==> src/rtl/hub75_bcm_scanner_pkg.sv <==
`default_nettype none
// ============================================================================
//  Module   : hub75_bcm_scanner_pkg
//  Purpose  : Shared FSM encodings and frame-buffer word layout for the
//             HUB75 BCM scan engine.
//  Revision : 1.0 - initial release
// ============================================================================
package hub75_bcm_scanner_pkg;

    localparam logic [1:0] c_ST_IDLE    = 2'd0;
    localparam logic [1:0] c_ST_SHIFT   = 2'd1;
    localparam logic [1:0] c_ST_LATCH   = 2'd2;
    localparam logic [1:0] c_ST_DISPLAY = 2'd3;

    // Field order inside rd_data, most significant first: {R0,G0,B0,R1,G1,B1}
    localparam int c_FLD_R0  = 0;
    localparam int c_FLD_G0  = 1;
    localparam int c_FLD_B0  = 2;
    localparam int c_FLD_R1  = 3;
    localparam int c_FLD_G1  = 4;
    localparam int c_FLD_B1  = 5;
    localparam int c_NUM_FLD = 6;

    function automatic int fld_lsb(input int fld, input int depth);
        return (c_NUM_FLD - 1 - fld) * depth;
    endfunction

endpackage
`default_nettype wire

==> src/rtl/hub75_bcm_timer.sv <==
`default_nettype none
// ============================================================================
//  Module   : hub75_bcm_timer
//  Purpose  : Bitplane display timer; loads BASE_TIME<<plane and flags the
//             final cycle of the count.
//  Revision : 1.0 - initial release
// ============================================================================
module hub75_bcm_timer #(
    parameter int BASE_TIME = 8,
    parameter int DEPTH     = 5,
    parameter int PL_W      = 3
) (
    input  logic            clk,
    input  logic            rst,
    input  logic            load,
    input  logic [PL_W-1:0] plane,
    output logic            done
);

    localparam int               CNT_W  = $clog2(BASE_TIME << (DEPTH - 1)) + 1;
    localparam logic [CNT_W-1:0] c_BASE = CNT_W'(BASE_TIME);

    logic [CNT_W-1:0] r_count;

    always_ff @(posedge clk or posedge rst) begin
        if (rst) begin
            r_count <= '0;
        end else if (load) begin
            r_count <= c_BASE << plane;
        end else if (r_count != '0) begin
            r_count <= r_count - CNT_W'(1);
        end
    end

    assign done = (r_count == CNT_W'(1));

endmodule
`default_nettype wire

==> src/rtl/hub75_bcm_scanner.sv <==
`default_nettype none
// ============================================================================
//  Module   : hub75_bcm_scanner
//  Purpose  : HUB75 panel scan engine with binary-coded modulation, fed from
//             a synchronous frame buffer.
//  Revision : 1.0 - initial release
// ============================================================================
module hub75_bcm_scanner
    import hub75_bcm_scanner_pkg::*;
#(
    parameter int COLS         = 64,
    parameter int SCAN_ROWS    = 16,
    parameter int DEPTH        = 5,
    parameter int CLK_DIV      = 2,
    parameter int LATCH_CYCLES = 2,
    parameter int BASE_TIME    = 8
) (
    input  logic                                     clk,
    input  logic                                     rst,
    input  logic                                     enable,
    output logic [$clog2(SCAN_ROWS)+$clog2(COLS)-1:0] rd_addr,
    input  logic [6*DEPTH-1:0]                        rd_data,
    output logic [$clog2(SCAN_ROWS)-1:0]              sel,
    output logic                                     clkout,
    output logic                                     stb,
    output logic                                     oe,
    output logic                                     r0,
    output logic                                     g0,
    output logic                                     b0,
    output logic                                     r1,
    output logic                                     g1,
    output logic                                     b1,
    output logic                                     frame_start
);

    localparam int ROW_W = $clog2(SCAN_ROWS);
    localparam int COL_W = $clog2(COLS);
    localparam int PH_W  = $clog2(CLK_DIV);
    localparam int PL_W  = (DEPTH > 1) ? $clog2(DEPTH) : 1;
    localparam int LC_W  = $clog2(LATCH_CYCLES + 1);

    localparam logic [COL_W-1:0] c_COL_LAST = COL_W'(COLS - 1);
    localparam logic [PH_W-1:0]  c_PH_LAST  = PH_W'(CLK_DIV - 1);
    localparam logic [PH_W-1:0]  c_PH_HIGH  = PH_W'(CLK_DIV / 2);
    localparam logic [PL_W-1:0]  c_PL_LAST  = PL_W'(DEPTH - 1);
    localparam logic [ROW_W-1:0] c_ROW_LAST = ROW_W'(SCAN_ROWS - 1);
    localparam logic [LC_W-1:0]  c_LC_LAST  = LC_W'(LATCH_CYCLES - 1);

    logic [1:0]             r_state, w_state_nxt;
    logic [COL_W-1:0]       r_col, w_col_nxt;
    logic [PH_W-1:0]        r_phase, w_phase_nxt;
    logic [LC_W-1:0]        r_lcnt;
    logic [ROW_W-1:0]       r_row, w_row_nxt, w_row_after;
    logic [PL_W-1:0]        r_plane, w_plane_nxt;
    logic                   w_shift_last, w_latch_last, w_disp_done, w_timer_done;
    logic                   w_pix_start, w_shift_entry;
    logic [DEPTH-1:0]       w_field [c_NUM_FLD];
    logic [c_NUM_FLD-1:0]   w_bits;

    logic [ROW_W+COL_W-1:0] r_rd_addr;
    logic [ROW_W-1:0]       r_sel;
    logic                   r_clkout, r_stb, r_oe, r_frame_start;
    logic [c_NUM_FLD-1:0]   r_rgb;

    for (genvar f = 0; f < c_NUM_FLD; f++) begin : g_fld
        assign w_field[f] = rd_data[fld_lsb(f, DEPTH) +: DEPTH];
        assign w_bits[f]  = w_field[f][w_plane_nxt];
    end

    hub75_bcm_timer #(
        .BASE_TIME (BASE_TIME),
        .DEPTH     (DEPTH),
        .PL_W      (PL_W)
    ) u_timer (
        .clk   (clk),
        .rst   (rst),
        .load  (w_latch_last),
        .plane (r_plane),
        .done  (w_timer_done)
    );

    assign w_shift_last = (r_state == c_ST_SHIFT) && (r_col == c_COL_LAST) && (r_phase == c_PH_LAST);
    assign w_latch_last = (r_state == c_ST_LATCH) && (r_lcnt == c_LC_LAST);
    assign w_disp_done  = (r_state == c_ST_DISPLAY) && w_timer_done;

    always_ff @(posedge clk or posedge rst) begin
        if (rst) begin
            r_state <= c_ST_IDLE;
        end else begin
            r_state <= w_state_nxt;
        end
    end

    always_comb begin
        w_state_nxt = r_state;
        case (r_state)
            c_ST_IDLE:    if (enable)       w_state_nxt = c_ST_SHIFT;
            c_ST_SHIFT:   if (w_shift_last) w_state_nxt = c_ST_LATCH;
            c_ST_LATCH:   if (w_latch_last) w_state_nxt = c_ST_DISPLAY;
            c_ST_DISPLAY: if (w_timer_done) w_state_nxt = enable ? c_ST_SHIFT : c_ST_IDLE;
            default:                        w_state_nxt = c_ST_IDLE;
        endcase
    end

    // Pixel/phase counters describe the current cycle; they rest at zero outside SHIFT
    always_comb begin
        w_phase_nxt = '0;
        w_col_nxt   = '0;
        if (r_state == c_ST_SHIFT) begin
            if (r_phase == c_PH_LAST) begin
                w_col_nxt = r_col + COL_W'(1);
            end else begin
                w_phase_nxt = r_phase + PH_W'(1);
                w_col_nxt   = r_col;
            end
        end
    end

    always_comb begin
        w_row_after = r_row;
        if (r_plane == c_PL_LAST) begin
            w_row_after = (r_row == c_ROW_LAST) ? '0 : r_row + ROW_W'(1);
        end
        w_row_nxt   = w_disp_done ? w_row_after : r_row;
        w_plane_nxt = r_plane;
        if (w_disp_done) begin
            w_plane_nxt = (r_plane == c_PL_LAST) ? '0 : r_plane + PL_W'(1);
        end
    end

    assign w_pix_start   = (w_state_nxt == c_ST_SHIFT) && (w_phase_nxt == '0);
    assign w_shift_entry = (w_state_nxt == c_ST_SHIFT) && (r_state != c_ST_SHIFT);

    always_ff @(posedge clk or posedge rst) begin
        if (rst) begin
            r_phase <= '0;
            r_col   <= '0;
            r_lcnt  <= '0;
            r_row   <= '0;
            r_plane <= '0;
        end else begin
            r_phase <= w_phase_nxt;
            r_col   <= w_col_nxt;
            r_lcnt  <= (r_state == c_ST_LATCH) ? r_lcnt + LC_W'(1) : '0;
            r_row   <= w_row_nxt;
            r_plane <= w_plane_nxt;
        end
    end

    // Address runs one pixel ahead; at LATCH entry it parks on column 0 of the next pass
    always_ff @(posedge clk or posedge rst) begin
        if (rst) begin
            r_rd_addr     <= '0;
            r_sel         <= '0;
            r_clkout      <= 1'b0;
            r_stb         <= 1'b0;
            r_oe          <= 1'b1;
            r_frame_start <= 1'b0;
            r_rgb         <= '0;
        end else begin
            r_oe          <= (w_state_nxt != c_ST_DISPLAY);
            r_stb         <= (w_state_nxt == c_ST_LATCH);
            r_clkout      <= (w_state_nxt == c_ST_SHIFT) && (w_phase_nxt >= c_PH_HIGH);
            r_frame_start <= w_shift_entry && (w_row_nxt == '0) && (w_plane_nxt == '0);
            if (w_pix_start) begin
                r_rgb     <= w_bits;
                r_rd_addr <= {w_row_nxt, w_col_nxt + COL_W'(1)};
            end else if (w_shift_last) begin
                r_rd_addr <= {w_row_after, {COL_W{1'b0}}};
            end
            if (w_shift_last) begin
                r_sel <= r_row;
            end
        end
    end

    assign rd_addr     = r_rd_addr;
    assign sel         = r_sel;
    assign clkout      = r_clkout;
    assign stb         = r_stb;
    assign oe          = r_oe;
    assign frame_start = r_frame_start;
    assign r0          = r_rgb[c_FLD_R0];
    assign g0          = r_rgb[c_FLD_G0];
    assign b0          = r_rgb[c_FLD_B0];
    assign r1          = r_rgb[c_FLD_R1];
    assign g1          = r_rgb[c_FLD_G1];
    assign b1          = r_rgb[c_FLD_B1];

endmodule
`default_nettype wire

==> config.mk <==
export PLATFORM = sky130hd
export DESIGN_NAME = hub75_bcm_scanner
export DESIGN_NICKNAME = d
export VERILOG_FILES = /design/src/rtl/hub75_bcm_scanner_pkg.sv /design/src/rtl/hub75_bcm_timer.sv /design/src/rtl/hub75_bcm_scanner.sv
export SDC_FILE = /design/constraint.sdc
export NUM_CORES = 1
export LEC_CHECK = 0
export CORE_AREA = 4 4 90 92
export CTS_CLUSTER_DIAMETER = 120
export CTS_CLUSTER_SIZE = 40
export DETAILED_ROUTE_END_ITERATION = 12
export DIE_AREA = 0 0 94 96
export PLACE_DENSITY = 0.74
export REMOVE_ABC_BUFFERS = 1
export SYNTH_ARGS = -nofsm -noshare
export SYNTH_HDL_FRONTEND = slang
export SYNTH_HIERARCHICAL = 1
export SYNTH_SLANG_ARGS = --single-unit
==> constraint.sdc <==
create_clock -name clk -period 3.3 [get_ports clk]
set_input_delay 0.66 -clock clk [delete_from_list [all_inputs] [get_ports clk]]
set_output_delay 0.66 -clock clk [all_outputs]
set_load 0.1 [all_outputs]
# After elaboration in Yosys (flattened, before gate mapping)
# Cells that the tools add are included.
[totals] reg_bits=50 in_bits=33 output_inout_bits=24 word_cells=84
[op_classes] add_sub_neg=7 order_cmp=2 eq_ne=12 n_shift=1 mux=32 bitwise_logic=1 n_reduce_logical=15
[op_table] cell="2-to-1 mux 10 bit" count=2
[op_table] cell="binary-select mux 1 bit (select 3 bit)" count=6
[op_table] cell="2-to-1 mux 8 bit" count=2
[op_table] cell="adder 6 x 1 -> 6 bit (second input constant)" count=2
[op_table] cell="2-to-1 mux 4 bit" count=3
[op_table] cell="2-to-1 mux 6 bit" count=2
[op_table] cell="2-to-1 mux 2 bit" count=5
[op_table] cell="logical AND 1 bit" count=9
[op_table] cell="2-to-1 mux 1 bit" count=9
[op_table] cell="== test 8 x 1 -> 1 bit (second input constant)" count=1
[op_table] cell="case mux 2 bit (4 select lines)" count=1
[op_table] cell="nonzero test 8 bit" count=1
[op_table] cell="<< shifter 4 x 3 -> 8 bit (first input constant)" count=1
[op_table] cell="subtractor 8 x 1 -> 8 bit (second input constant)" count=1
[op_table] cell="== test 2 x 1 -> 1 bit (second input constant)" count=3
[op_table] cell="== test 2 bit (second input constant)" count=3
[op_table] cell="== test 6 bit (second input constant)" count=1
[op_table] cell="2-to-1 mux 3 bit" count=2
[op_table] cell="adder 4 x 1 -> 4 bit (second input constant)" count=1
[op_table] cell="== test 4 bit (second input constant)" count=1
[op_table] cell="zero test 4 bit" count=1
[op_table] cell="less-than comparator 3 x 4 -> 1 bit (second input constant)" count=1
[op_table] cell="nonzero test 2 bit" count=2
[op_table] cell="adder 3 x 1 -> 3 bit (second input constant)" count=1
[op_table] cell="9 further kinds" count=9

# Logic depth before layout (Yosys ltp)
# Gate-level depths: netlist of run 1.
[logic_depth] ltp_word=9 mapped_depth=9

# By module
# Netlist of run 1, hierarchy kept.
[by_module_without_submodules] mod="hub75_bcm_scanner" instances=1 cells_each=235 area_each_um2=2328.5
[by_module_without_submodules] mod="hub75_bcm_timer" instances=1 cells_each=62 area_each_um2=550.5

# Least setup slack after synthesis of run 1
# Ideal clock, no wire load.
[synth_path] kind="register -> register" start="reg u_timer.r_count[2]" end="reg r_rgb[0]" setup_time_ps=137 arrival_ps=2562 required_time_ps=3163 path_slack_ps=601 path_stages_with_launch=9 n_path_buf=1 period_less_slack_ps=2699 path_cell_list="dfrtp_1 -> nor3_1 -> and4_1 -> and3_4 -> mux2i_2 -> buf_6 -> mux2_4 -> a222oi_1 -> a21oi_1"
[synth_via] elab_chain_cells=5 word_cells_on_any_way=9
[synth_lines] element="from (decl)" line="hub75_bcm_timer.sv:23" rtl="logic [CNT_W-1:0] r_count;"
[synth_lines] element="from (signal assigned)" line="hub75_bcm_timer.sv:29" rtl="r_count <= c_BASE << plane;"
[synth_lines] element="from (signal assigned)" line="hub75_bcm_timer.sv:31" rtl="r_count <= r_count - CNT_W'(1);"
[synth_lines] element="== test 8 x 1 -> 1 bit (*)" line="hub75_bcm_timer.sv:35" rtl="assign done = (r_count == CNT_W'(1));"
[synth_lines] element="via w_timer_done" line="hub75_bcm_scanner.sv:55" rtl="logic w_shift_last, w_latch_last, w_disp_done, w_timer_done;"
[synth_lines] element="logical AND 1 bit / 2-to-1 mux 2 bit (equally long branches)" line="hub75_bcm_scanner.sv:84, hub75_bcm_scanner.sv:100"
[synth_lines] element="2-to-1 mux 3 bit / case mux 2 bit (4 select lines) (equally long branches)" line="hub75_bcm_scanner.sv:126, hub75_bcm_scanner.sv:96"
[synth_lines] element="binary-select mux 1 bit (select 3 bit) / == test 2 x 1 -> 1 bit (equally long branches)" line="hub75_bcm_scanner.sv:67, hub75_bcm_scanner.sv:131"
[synth_lines] element="2-to-1 mux 1 bit (implied by the code) / logical AND 1 bit (equally long branches)" line="hub75_bcm_scanner.sv:67, hub75_bcm_scanner.sv:131"
[synth_lines] element="to (signal assigned)" line="hub75_bcm_scanner.sv:166" rtl="r_rgb <= w_bits;"
[synth_lines] element="to (decl)" line="hub75_bcm_scanner.sv:63" rtl="logic [c_NUM_FLD-1:0] r_rgb;"
# Mark *: on every way through the listed nets, which the timed path passes. The rest lies on a longest branch. The select of a mux whose other input is x is not followed.
# A chain may end at the register's enable or synchronous reset.

# Final worst setup path of run 1
[layout_path] start="reg u_timer.r_count[2]" end="reg r_rgb[4]"
# The elaborated chain is that of the path after synthesis.

==> insert_results.sql, run 1 <==
INSERT INTO impl_metrics (metric_group, metric, value, unit) VALUES
('outcome', 'run_status', 'completed', ''),
('route', 'detailroute.via_count', '2354', ''),
('synth', 'synth_commonest_cells', '49 x dfrtp_1, 32 x nor2_1, 27 x nand2_1', ''),
('sta', 'finalCriticalPeriod', '2.86', 'ns'),
('power_and_ir_drop', 'ir_drop', '0.579', 'mV'),
('sta', 'grt_setup_unrepaired', 'false', ''),
('synth', 'post-synth-top-area-cell', 'dfrtp_1', ''),
('worst_setup_path', 'worst_path_most_repeated_cell', 'buf_4', ''),
('global_route', 'grt_first_pass_wirelength', '10900', 'microns'),
('worst_setup_path', 'worst-setup-path-type', 'reg -> reg', ''),
('floorplanning', 'start_util', '0.399', ''),
('worst_hold_path', 'hp-class', 'reg -> reg', ''),
('placed_design', 'hpwlAfterDp', '4630', 'microns'),
('sta', 'final.setup_skew', '0.0114', 'ns'),
('synth', 'yosys.cell_types.count', '58', ''),
('synth', 'post-synth-top-area-fraction', '0.426', ''),
('synth', 'synth.top_cells.by_area', 'dfrtp_1 43%, mux2_2 4.3%, nor2_1 4.2%, ha_1 3.9%, nand2_1 3.5%', ''),
('synth', 'ys.warnings.count', '6', ''),
('synth', 'synthFlopType', 'dfrtp_1', ''),
('route', 'first_iteration_detailed_routing_drc_count', '140', ''),
('sta', 'min_period_over_period', '0.867', ''),
('finish', 'area_growth', '24.1', '%'),
('clock_network', 'numCtsBuffers', '5', ''),
('global_route', 'antenna_found_initial', '0', ''),
('sta', 'fin_tns_setup', '0', 'ns'),
('clock_network', 'cts_root_buf', 'clkbuf_8', ''),
('floorplanning', 'number_of_rows_created_at_floorplan', '31', ''),
('clock_network', 'postCtsResizedCells', '0', ''),
('route', 'final_ant_viol_nets', '0', ''),
('global_route', 'gr-usage-all-layers', '0.151', ''),
('synth', 'syn-instance-count', '297', ''),
('clock_network', 'number_of_h_tree_branching_levels', '2', ''),
('finish', 'antenna_cells', '0', ''),
('route', 'via_per_instance_ratio', '5.23', ''),
('synth', 'synthArstFlopShare', '1.00', ''),
('floorplanning', 'area_enclosed_by_the_die_boundary', '0.00902', 'sq mm'),
('sta', 'finalHoldViolations', '0', ''),
('synth', 'synthesis.area_per_instance', '9.69', 'sq um'),
('placed_design', 'place.port_buffers', '56', ''),
('floorplanning', 'vertical_die_dimension', '96', 'microns'),
('worst_setup_path', 'critical_path.slowest_cell', 'dfrtp_1', ''),
('finish', 'post_route_cells_drive_above_1_share', '0.168', ''),
('clock_network', 'tritoncts', 'built', ''),
('sta', 'fmaxAchievable', '350', 'MHz'),
('route', 'detail_route.wirelength', '6460', 'microns'),
('synth', 'synthMostInstantiatedCell', 'dfrtp_1', ''),
('sta', 'timing.hold.ws', '0.444', 'ns'),
('floorplanning', 'coreArea', '0.00721', 'sq mm'),
('worst_setup_path', 'largest_fanout_on_the_critical_path', '13', ''),
('floorplanning', 'die_x', '94', 'microns'),
('sta', 'slew_viol_final', '0', ''),
('finish', 'finalNetCount', '393', ''),
('route', 'remaining_drc_errors', '0', ''),
('worst_setup_path', 'crit_chain', 'nor3_1 -> buf_4 -> and4_1 -> and3_4 -> mux2i_2 -> buf_4 -> mux2_2 -> a222oi_1 -> a21oi_1', ''),
('clock_network', 'worst_skew_pair_later_pin_latency', '0.31', 'ns'),
('sta', 'slew_headroom', '0.352', ''),
('global_route', 'largest_net_degree_at_the_start_of_global_routing', '43', ''),
('clock_network', 'max_clock_buf_depth', '2', ''),
('worst_setup_path', 'setup.worst_path.start_class', 'flip-flop', ''),
('clock_network', 'number_of_clock_sinks_seen_by_cts', '50', ''),
('sta', 'actual_transition_at_the_worst_max_transition_pin', '0.969', 'ns'),
('worst_setup_path', 'crit_family', 'simple AND/OR/NAND/NOR gates', ''),
('worst_setup_path', 'critical_path.endpoint_type', 'flip-flop', ''),
('clock_network', 'post_cts_buffers', '0', ''),
('synth', 'synth_enable_flop_cells', '0', ''),
('synth', 'mappedNetlistArea', '0.00288', 'sq mm'),
('sta', 'layout_setup_ws', '0.439', 'ns'),
('placed_design', 'place_congestion', '0.863', ''),
('worst_setup_path', 'critPathArrivalTime', '3.03', 'ns'),
('worst_setup_path', 'path_buf_inv', '2', ''),
('worst_setup_path', 'worstPathRequired', '3.47', 'ns');
[logic make-up (layout without fill, tap and decap cells)]
group,count (synthesis),in the layout,share of synthesized area
simple gates,109,109,0.192
compound gates,68,68,0.169
flops,50,50,0.435
buf+inv,29,83,0.0456
mux,22,22,0.0895
xor+xnor,10,10,0.0304
fa+ha+maj,9,9,0.0391
[cells in the final DEF, fill, tap and decap left out, types with 4 or more instances in the layout]
| cell | n |
|---|---|
| a21oi_1 | 17 |
| a222oi_1 | 6 |
| buf_4 | 29 |
| clkbuf_8 | 5 |
| clkdlybuf4s50_1 | 32 |
| dfrtp_1 | 49 |
| ha_1 | 9 |
| inv_1 | 14 |
| mux2_2 | 11 |
| mux2_4 | 4 |
| mux2i_1 | 6 |
| nand2_1 | 27 |
| nand2b_1 | 4 |
| nand3_1 | 6 |
| nand4_1 | 6 |
| nor2_1 | 32 |
| nor2b_1 | 4 |
| nor3_1 | 9 |
| o21ai_0 | 13 |
| o31ai_1 | 4 |
| xnor2_1 | 6 |
| xor2_1 | 4 |
[cell type report]
type,count,area (sq um)
clock buffers,5,68.8
clock inverters,2,38.8
fillers,691,3640
inverters,15,56.3
multi-input cells,218,1500
flip-flops and latches,50,1250
well taps,99,124
repair buffers,61,538
[metal layers]
layer	share of wire	GRT usage
met5	0	0
met1	0.46	0.196
met4	0.013	0.0481
met2	0.49	0.250
met3	0.043	0.0344
[state kept, by name, summed over array words and instances, names as in the netlist]
| signal | flops |
|---|---|
| r_phase | 1 |
| oe | 1 |
| u_timer/r_count | 8 |
| r_state | 2 |
| r_col | 6 |
| r_lcnt | 2 |
| frame_start | 1 |
| r_row | 4 |
| r_rgb | 6 |
| sel | 4 |
| stb | 1 |
| rd_addr | 10 |
| r_plane | 3 |
| clkout | 1 |
[report_power, final]
part           switching [mW]  internal [mW]
logic                    1.06          0.403
registers               0.128          0.761
clock network           0.204          0.223
total                    1.39           1.39
[metrics by stage]
stage	power, mW	instances	utilization	area (sq um)
after floorplan	2.02	283	-	2800
after global placement	2.35	443	0.480	3470
after detailed placement	2.37	443	0.480	3470
after CTS	2.81	450	0.495	3570
after global routing	2.94	450	0.495	3570
final	2.78	450	0.495	3570
[path summary, 6_finish.rpt]
kind                               startpoint            endpoint  slack, ns  cells after the start
min reg2reg                         r_lcnt[0]           r_lcnt[0]       0.44                      1
min                                 r_lcnt[0]           r_lcnt[0]       0.44                      1
min in group asynchronous                 rst  u_timer/r_count[3]       0.64                      2
max                        u_timer/r_count[2]            r_rgb[4]       0.44                      9
max in group asynchronous                 rst                  oe       2.10                      3
max reg2reg                u_timer/r_count[2]            r_rgb[4]       0.44                      9
No activity file was read; power rests on OpenSTA's default activity.
==> inputs of run 2 (changes only) <==
Settings changed: CORE_AREA 4 4 90 92 to 4 4 99 101, DIE_AREA 0 0 94 96 to 0 0 103 105, PLACE_DENSITY 0.74 to 0.64.
==> run 2 against run 1 <==
  * Clock skew is 0.0051 ns lower
  * Sequential share of layout area hardly changed
  * Clock power is 12% lower
  * Hold slack worse by 0.00056 ns
  * Utilization is 9.9 points lower
==> insert_results.sql, run 2 (synthesized netlist as in run 1, its figures left out) <==
INSERT INTO impl_metrics (metric_group, metric, value, unit) VALUES
('outcome', 'run_status', 'completed', ''),
('worst_setup_path', 'path_buf_inv', '2', ''),
('finish', 'utilization', '0.396', ''),
('worst_setup_path', 'rr_worst_depth', '9', ''),
('power_and_ir_drop', 'ir_drop', '0.629', 'mV'),
('clock_network', 'worst_skew_pair_later_pin_latency', '0.30', 'ns'),
('worst_setup_path', 'worst-setup-path-type', 'reg -> reg', ''),
('global_route', 'grt.overflow.total', '0', ''),
('route', 'detail_route.wl_per_cell', '14.9', 'microns'),
('power_and_ir_drop', 'power.share.clock', '0.137', ''),
('clock_network', 'worst_setup_hold_path_clk_slew', '0.09', 'ns'),
('route', 'detail_route.wirelength', '6900', 'microns'),
('finish', 'antenna_cells', '0', ''),
('global_route', 'largest_net_degree_at_the_start_of_global_routing', '28', ''),
('global_route', 'antenna_found_initial', '0', ''),
('power_and_ir_drop', 'sequentialPowerShare', '0.327', ''),
('finish', 'area_growth', '24.1', '%'),
('sta', 'grt_setup_unrepaired', 'false', ''),
('sta', 'fmaxAchievable', '346', 'MHz'),
('worst_setup_path', 'worst_path_largest_cell_delay', '0.45', 'ns'),
('placed_design', 'place_worst_setup_slack', '0.449', 'ns'),
('worst_setup_path', 'worst_setup_path_endpoint', 'r_rgb[0]', ''),
('global_route', 'busiest_layer', 'met2', ''),
('sta', 'slew_headroom', '0.357', ''),
('clock_network', 'cts_root_buf', 'clkbuf_8', ''),
('finish', 'post_route_cells_drive_above_1_share', '0.168', ''),
('route', 'first_iteration_detailed_routing_drc_count', '183', ''),
('flow_run', 'cap_violations', '0', ''),
('sta', 'actual_transition_at_the_worst_max_transition_pin', '0.962', 'ns'),
('sta', 'finalCriticalPeriod', '2.89', 'ns'),
('worst_setup_path', 'critical_path.endpoint_type', 'flip-flop', ''),
('route', 'final_ant_viol_nets', '0', ''),
('worst_setup_path', 'crit_chain', 'nor3_1 -> buf_4 -> and4_1 -> and3_4 -> mux2i_2 -> buf_4 -> mux2_2 -> a222oi_1 -> a21oi_1', ''),
('route', 'drt_pass1_iterations', '5', ''),
('worst_setup_path', 'worst_r2r_end', 'r_rgb[0]', ''),
('sta', 'fin_tns_setup', '0', 'ns'),
('global_route', 'met3_demand_to_capacity_share_in_global_routing', '0.0274', ''),
('floorplanning', 'die_x', '103', 'microns'),
('worst_setup_path', 'register_to_register_setup_slack', '0.41', 'ns'),
('floorplanning', 'vertical_die_dimension', '105', 'microns'),
('global_route', 'grt_pass1_vias', '2376', ''),
('worst_setup_path', 'critical_path_depth', '9', ''),
('finish', 'most_common_cell_after_layout_fill_and_taps_aside', 'dfrtp_1', ''),
('power_and_ir_drop', 'share_comb_of_total_power', '0.537', ''),
('clock_network', 'number_of_clock_sinks_seen_by_cts', '50', ''),
('sta', 'finalHoldViolations', '0', ''),
('sta', 'final.setup_skew', '0.00635', 'ns'),
('floorplanning', 'coreArea', '0.00902', 'sq mm'),
('placed_design', 'place_congestion', '0.775', ''),
('worst_setup_path', 'crit_family', 'simple AND/OR/NAND/NOR gates', ''),
('finish', 'finalNetCount', '393', ''),
('floorplanning', 'number_of_rows_created_at_floorplan', '35', ''),
('floorplanning', 'start_util', '0.319', ''),
('placed_design', 'hpwlAfterDp', '5100', 'microns'),
('floorplanning', 'area_enclosed_by_the_die_boundary', '0.0108', 'sq mm'),
('worst_setup_path', 'worst_path_most_repeated_cell', 'buf_4', ''),
('power_and_ir_drop', 'power-per-cell-area', '766', 'mW/mm^2'),
('sta', 'min_period_over_period', '0.876', ''),
('worst_setup_path', 'critical_path.reg2reg.startpoint', 'u_timer/r_count[2]', ''),
('sta', 'timing.hold.ws', '0.443', 'ns'),
('worst_setup_path', 'largest_fanout_on_the_critical_path', '13', ''),
('clock_network', 'ctsHoldBuffers', '0', ''),
('floorplanning', 'num_io_pins', '57', ''),
('clock_network', 'max_clock_buf_depth', '2', ''),
('global_route', 'groute.layer.met1.usage', '0.174', ''),
('worst_setup_path', 'cp-startpoint', 'u_timer/r_count[2]', ''),
('sta', 'finalSetupViolations', '0', ''),
('power_and_ir_drop', 'leakage', '1.56', 'nW'),
('worst_setup_path', 'worstPathRequired', '3.47', 'ns'),
('power_and_ir_drop', 'switchingPower', '1.40', 'mW'),
('power_and_ir_drop', 'internal_power', '1.34', 'mW'),
('worst_setup_path', 'critPathArrivalTime', '3.06', 'ns'),
('finish', 'commonest_non_fill_non_tap_cells_in_the_layout', '49 x dfrtp_1, 32 x nor2_1, 32 x clkdlybuf4s50_1', ''),
('route', 'detailroute.via_count', '2415', ''),
('worst_hold_path', 'hp-class', 'reg -> reg', ''),
('clock_network', 'number_of_h_tree_branching_levels', '2', ''),
('clock_network', 'tritoncts', 'built', ''),
('global_route', 'groute.layer.met2.usage', '0.210', ''),
('global_route', 'gr-usage-all-layers', '0.130', ''),
('route', 'remaining_drc_errors', '0', ''),
('finish', 'number_of_flip_flops_under_the_largest_register_name', '10', ''),
('placed_design', 'place.port_buffers', '56', ''),
('worst_setup_path', 'setup.worst_path.start_class', 'flip-flop', ''),
('clock_network', 'postCtsResizedCells', '0', ''),
('sta', 'layout_setup_ws', '0.408', 'ns'),
('clock_network', 'post_cts_buffers', '0', ''),
('sta', 'slew_viol_final', '0', ''),
('global_route', 'grt_first_pass_wirelength', '11400', 'microns'),
('clock_network', 'numCtsBuffers', '5', ''),
('power_and_ir_drop', 'sw_frac_of_total', '0.511', ''),
('worst_setup_path', 'critical_path.slowest_cell', 'dfrtp_1', ''),
('route', 'via_per_instance_ratio', '5.22', '');
==> run 2: changes by cell type in the layout (fill, tap and decap cells not counted), sizes merged <==
| cell | previous run | this run |
|---|---|---|
| bufinv | 1 | 0 |
| clkbuf | 5 | 7 |
==> run 2: layer usage <==
| metal | wire, microns | up-vias |
|---|---|---|
| li1 | - | 1182 |
| met1 | 3140 | 1176 |
| met2 | 3360 | 45 |
| met3 | 265 | 12 |
| met4 | 135 | 0 |
| met5 | 0 | - |
==> run 2: worst register-to-register path, stage by stage, from the launching register on <==
cell,delay (ns)
dfrtp_1,0.45
nor3_1,0.21
buf_4,0.16
and4_1,0.35
and3_4,0.33
mux2i_2,0.22
buf_4,0.24
mux2_2,0.35
a222oi_1,0.34
a21oi_1,0.12
==> run 2: worst min-delay path by stage <==
stage	slack, ns	endpoint	from	cells past startpoint
3_5_place_dp	0.43	r_lcnt[0]	r_lcnt[0]	1
6_report	0.44	r_lcnt[0]	r_lcnt[0]	1
5_1_grt	0.45	r_lcnt[0]	r_lcnt[0]	1
4_1_cts	0.44	r_lcnt[0]	r_lcnt[0]	1
2_1_floorplan	0.41	r_lcnt[0]	r_lcnt[0]	1
3_3_place_gp	0.42	r_lcnt[0]	r_lcnt[0]	1
==> run 2: power by group through the flow <==
stage | clock network (mW) | registers [mW] | logic [mW]
after floorplan | 0 | 1.56 | 0.466
after global placement | 0 | 0.903 | 1.47
after detailed placement | 0 | 0.902 | 1.48
after CTS | 0.390 | 0.892 | 1.49
after global routing | 0.420 | 0.915 | 1.57
final | 0.374 | 0.894 | 1.47
==> run 2: final cells by class <==
cell class,instances,area [sq um]
Clock inverter,1,5.00
Tap cell,111,139
Sequential cell,50,1250
Clock buffer,7,86.3
Inverter,15,56.3
Fill cell,905,5450
Multi-Input combinational cell,218,1500
Timing Repair Buffer,61,538
==> run 2: stage by stage <==
| stage | cells | instance area (sq um) | power (mW) |
|---|---|---|---|
| floorplan | 283 | 2800 | 2.02 |
| global placement | 455 | 3480 | 2.37 |
| global route | 463 | 3570 | 2.90 |
| detailed placement | 455 | 3480 | 2.38 |
| CTS | 463 | 3570 | 2.77 |
| finish | 463 | 3570 | 2.74 |
